**src/rtl/entry_history_reg_pkg.sv**
```systemverilog
// rtl/entry_history_reg_pkg.sv - shared constants and operation encoding for entry_history_reg
//
// Contents:
//   ENTRY_WIDTH_DEF / ENTRY_DEPTH_DEF / ENTRY_MAX_DEF : default parameter values
//   op_t : the single per-cycle operation chosen by the priority decode
package entry_hist_pkg;

    localparam int ENTRY_WIDTH_DEF = 14;
    localparam int ENTRY_DEPTH_DEF = 4;
    localparam int ENTRY_MAX_DEF   = 9999;

    typedef enum logic [2:0] {
        OP_NONE,
        OP_CLR,
        OP_SET,
        OP_PUSH,
        OP_POP
    } op_t;

endpackage

```
**src/rtl/entry_history_reg_rise_det.sv**
```systemverilog
// rtl/entry_history_reg_rise_det.sv - rising-edge detector for a debounced level input
//
// Ports:
//   clk  : clock
//   clr  : synchronous active-high clear; masks the edge output while asserted
//   in   : level input
//   rise : high for the cycle in which in is high and was low on the previous edge
module rise_det (
    input  logic clk,
    input  logic clr,
    input  logic in,
    output logic rise
);

    logic in_q;

    // The history flop is loaded every cycle, clr included, so a button held
    // across clr is already "seen" and cannot fire when clr drops.
    always_ff @(posedge clk) begin
        in_q <= in;
    end

    assign rise = in & ~in_q & ~clr;

endmodule

```
**src/rtl/entry_history_reg.sv**
```systemverilog
// rtl/entry_history_reg.sv - DEPTH-deep LIFO history of entered values with undo
//
// Parameters:
//   WIDTH   : data width of each entry
//   DEPTH   : number of stored entries (>= 2)
//   MAX_VAL : clamp ceiling for pushed values, applied only with ENTRY_CLAMP_EN defined
// Macro:
//   ENTRY_CLAMP_EN : when defined, a pushed D above MAX_VAL is stored as MAX_VAL
// Ports:
//   clk      : clock, all state updates on posedge
//   clr      : synchronous active-high clear of all entries
//   D        : value stored on an enter edge
//   enter    : level; rising edge pushes D
//   undo     : level; rising edge pops the top entry
//   set      : level; every cycle high forces the top entry to all ones
//   Q        : top (most recent) entry, 0 when empty
//   count    : number of valid entries
//   empty    : count == 0
//   full     : count == DEPTH
//   overflow : one-cycle pulse after a push that discarded the oldest entry
module entry_history_reg
    import entry_hist_pkg::*;
#(
    parameter int WIDTH   = ENTRY_WIDTH_DEF,
    parameter int DEPTH   = ENTRY_DEPTH_DEF,
    parameter int MAX_VAL = ENTRY_MAX_DEF
) (
    input  logic                       clk,
    input  logic                       clr,
    input  logic [WIDTH-1:0]           D,
    input  logic                       enter,
    input  logic                       undo,
    input  logic                       set,
    output logic [WIDTH-1:0]           Q,
    output logic [$clog2(DEPTH+1)-1:0] count,
    output logic                       empty,
    output logic                       full,
    output logic                       overflow
);

    localparam int CW = $clog2(DEPTH + 1);
    localparam logic [WIDTH-1:0] MAX_W = WIDTH'(MAX_VAL);

`ifdef ENTRY_CLAMP_EN
    localparam bit CLAMP_EN = 1'b1;
`else
    localparam bit CLAMP_EN = 1'b0;
`endif

    logic [WIDTH-1:0] mem [DEPTH];
    logic             enter_rise;
    logic             undo_rise;
    logic [WIDTH-1:0] push_val;
    op_t              op;

    rise_det u_enter_rise (
        .clk  (clk),
        .clr  (clr),
        .in   (enter),
        .rise (enter_rise)
    );

    rise_det u_undo_rise (
        .clk  (clk),
        .clr  (clr),
        .in   (undo),
        .rise (undo_rise)
    );

    // Unsigned compare on WIDTH bits; set bypasses this path and stays all ones.
    assign push_val = (CLAMP_EN && (D > MAX_W)) ? MAX_W : D;

    // Exactly one operation per cycle; lower-priority edges are dropped.
    always_comb begin
        op = OP_NONE;
        if (clr) begin
            op = OP_CLR;
        end else if (set) begin
            op = OP_SET;
        end else if (enter_rise) begin
            op = OP_PUSH;
        end else if (undo_rise) begin
            op = OP_POP;
        end
    end

    always_ff @(posedge clk) begin
        overflow <= 1'b0;
        case (op)
            OP_CLR: begin
                for (int i = 0; i < DEPTH; i++) begin
                    mem[i] <= '0;
                end
                count <= '0;
            end
            OP_SET: begin
                mem[0] <= '1;
                if (count == '0) begin
                    count <= CW'(1);
                end
            end
            OP_PUSH: begin
                for (int i = DEPTH - 1; i > 0; i--) begin
                    mem[i] <= mem[i-1];
                end
                mem[0] <= push_val;
                if (count == CW'(DEPTH)) begin
                    overflow <= 1'b1;
                end else begin
                    count <= count + CW'(1);
                end
            end
            OP_POP: begin
                if (count != '0) begin
                    for (int i = 0; i < DEPTH - 1; i++) begin
                        mem[i] <= mem[i+1];
                    end
                    // Keeps the invariant that invalid slots read as 0.
                    mem[DEPTH-1] <= '0;
                    count        <= count - CW'(1);
                end
            end
            default: begin
            end
        endcase
    end

    assign Q     = mem[0];
    assign empty = (count == '0);
    assign full  = (count == CW'(DEPTH));

endmodule

```
**config.mk**
```make
export PLATFORM = sky130hd
export DESIGN_NAME = entry_history_reg
export DESIGN_NICKNAME = d
export VERILOG_FILES = /design/src/rtl/entry_history_reg_pkg.sv /design/src/rtl/entry_history_reg_rise_det.sv /design/src/rtl/entry_history_reg.sv
export SDC_FILE = /design/constraint.sdc
export NUM_CORES = 1
export LEC_CHECK = 0
export ABC_AREA = 1
export ABC_CLOCK_PERIOD_IN_PS = 2000
export CAP_MARGIN = 40
export CORE_MARGIN = 4
export CORE_UTILIZATION = 50
export DETAILED_ROUTE_END_ITERATION = 6
export GPL_TIMING_DRIVEN = 0
export HOLD_SLACK_MARGIN = 0.03
export PLACE_DENSITY_LB_ADDON = 0.3
export REMOVE_ABC_BUFFERS = 1
export SLEW_MARGIN = 40
export SYNTH_ARGS = -nofsm -noshare
export SYNTH_HDL_FRONTEND = slang
export SYNTH_SLANG_ARGS = --single-unit
```
**constraint.sdc**
```tcl
create_clock -name clk -period 2 [get_ports clk]
set_input_delay 0.2 -clock clk [delete_from_list [all_inputs] [get_ports clk]]
set_output_delay 0.2 -clock clk [all_outputs]
set_load 0.02 [all_outputs]
```
==> results by group <==
Flow run
  – Max_cap viols: 0

Global routing
  – Grt total ovfl: 0
  – First-pass GRT wire length: 12,500 um
  – Gr usage total: 0.211
  – Vias in the first global route: ~2,600
  – Initial antenna violation count: 0
  – Largest net degree at the start of global routing: 29
  – Met1 Resource Use GR: 0.285
  – Met2 usage: 0.329
  – Most Crowded Layer GR: met2
  – M3 GR Usage: 0.0326

Cells and area
  – Share of layout cells above drive strength 1: 0.0957
  – Multi-input logic area: around 1300 sq um
  – Commonest non-fill, non-tap cell in the layout: nand2_1
  – Antenna cells: 0
  – Fillers: ~540
  – Area Growth Syn to Fin: 24.0%
  – Most frequent cells in the layout: nand2_1 (153), inv_1 (67), edfxtp_1 (45)
  – Fin cells: 537
  – FF+latch area: 1690 sq um
  – Final core occ: 0.638
  – Final #Nets: roughly 480

STA
  – Max Transition Viols Final: 0
  – Slew @ Worst Pin: ~0.32 ns
  – RSZ-0062 raised after global routing: false
  – Final Hold Fails: 0
  – Minimum clock period: 1.88 ns
  – Max transition margin: 0.784
  – Max Clk Rate: about 530 MHz
  – Crit share post-route: 0.942
  – Clock skew: between 0.006 and 0.007 ns
  – Final setup viols: 0

Floorplan
  – Core area: approximately 6300 sq um
  – Initial Utilization: 0.514
  – Die X-Extent: about 89 um
  – Die area: just under 8000 sq um
  – # IOs: 39
  – Die H: about 90 um
  – Num rows: 29

Clock tree
  – Total CTS buffers: 9
  – TritonCTS clock tree: built
  – Latest clock arrival within the worst-skew pair: ~0.33 ns
  – Root Driver: clkbuf_8
  – Clk sink count: between 60 and 70
  – Clock Pin Slew Worst Setup and Hold Paths: about 0.07 ns
  – Clock Path Buffers: 2
  – H-tree levels: 3

Logic synthesis
  – Seq/Total Area, Yosys: 0.518
  – Distinct cell type count after synthesis: 23
  – Synthesized area: between 3000 and 4000 sq um
  – Gate Count Post-Synth: between 400 and 500
  – Yosys synthesis warning count: 0
  – #FFs+latches synth: between 60 and 70
  – Avg Synthesized Cell Area: 7.92 sq um

Placement
  – Count of input and output buffers: 38
  – Dpl hpwl: around 4600 um
  – Dpl cells: approximately 510
  – Placer Congestion: 0.794

Power and ir drop
  – P_leak: ~1.9 nW
  – Pwr/cell area: about 800 nW/um^2
  – Peak VDD IR: 420 uV

Worst setup path
  – Crit Path Max Fanout: 4
  – Crit end category: flip-flop
  – Worst setup SP type: primary input
  – Crit path DAT: approximately 2.0 ns
  – CP Class: primary input to flip-flop
  – Critical path data required time: roughly 2.1 ns

Detailed routing
  – Drt pass-1 iters: 4
  – DRC: 0
  – Vias: 2,722
  – Avg Vias per Cell: approximately 5.1
  – Initial DRC Count: approximately 190
  – Drt total wl: roughly 7600 um
  – WL per Instance: approximately 14 um
  – DRT antenna net count: 0

Status
  – Outcome: complete, no violations

Worst hold path
  – Hold Path Class: primary input to flip-flop
-- final timing paths --
| check | cells after the start | slack [ns] | from | endpoint |
|---|---|---|---|---|
| hold / removal | 1 | 0.37 | undo | u_undo_rise.in_q$_DFF_P_ |
| hold reg to reg | 2 | 0.49 | mem[3][2]$_SDFFE_PP0P_ | mem[3][2]$_SDFFE_PP0P_ |
| setup / recovery | 10 | 0.12 | clr | count[2]$_DFFE_PP_ |
| setup reg to reg | 8 | 0.12 | u_enter_rise.in_q$_DFF_P_ | count[2]$_DFFE_PP_ |
-- layout make-up --
type	count	share of cell area
sequential	62	0.418
multi-input combinational	260	0.310
timing repair buffer	51	0.132
inverter	71	0.0664
clock buffer	13	0.0392
tap	77	0.0238
clock inverter	3	0.0105
-- cells by family (layout without fill, tap and decap cells) --
family	count (synthesis)	in the layout	synth area share
buf+inv	90	138	0.112
flops	62	62	0.518
fa+ha+maj	1	1	0.00613
xor+xnor	1	1	0.00268
simple gates	243	243	0.338
compound gates	15	15	0.0230
-- routing by layer --
| layer | wire length [um] | vias to the layer above |
|---|---|---|
| met4 | 139 | 0 |
| met5 | 0 | - |
| met3 | 473 | 12 |
| li1 | - | 1370 |
| met2 | 3610 | 96 |
| met1 | 3350 | 1244 |
-- through the flow --
stage	worst slack (ns)	power, W	setup TNS [ns]	instance area, sq um	hold slack, ns
final	0.115	0.00319	0	4050	0.366
after global routing	0.0483	0.00333	0	4050	0.398
after CTS	0.0612	0.00321	0	4040	0.354
after detailed placement	-1.13	0.00206	-60.78	3730	0.478
after global placement	-1.27	0.00203	-88.07	3640	0.470
after floorplan	-0.401	0.00183	-11.22	3170	0.228
-- Yosys cell counts (all sizes together) --
cell / n / area [sq um]
fa: 1 / 20.0
nand3: 20 / 118
nor2: 36 / 174
inv: 71 / 267
clkbuf: 6 / 22.5
dfxtp: 17 / 340
nand3b: 14 / 105
a21oi: 15 / 75.1
buf: 13 / 75.1
nand4: 14 / 87.6
nor3: 1 / 5.00
edfxtp: 45 / 1350
xor2: 1 / 8.76
nand2: 158 / 616
-- flip-flops by register name, summed over array words and instances, names as in the netlist --
register,flops
mem,56
count,3
overflow,1
u_enter_rise.in_q,1
u_undo_rise.in_q,1
-- worst max-delay path: stages --
cell and delay (ns):
clkdlybuf4s50_1 0.52, inv_4 0.11, nand2_4 0.08, nor2_8 0.15
nand2_1 0.11, fa_1 0.41, xor2_1 0.21, nand2_1 0.08
inv_1 0.06, nor2_1 0.05
-- report_power, final --
part | internal (W) | switching, W | total (W)
combinational | 0.000211 | 0.000318 | 0.000529
sequential | 0.00149 | 0.0000520 | 0.00154
clock | 0.000643 | 0.000481 | 0.00112
-- timing repair --
| action | in CTS | in global routing |
|---|---|---|
| resized for setup | 8 | 2 |
| hold buffers | 0 | 0 |
| pin swaps | 5 | 0 |
| setup buffers | 9 | 0 |
| endpoints found under the setup margin | 74 | 15 |
(Power assumes the default switching activity.)
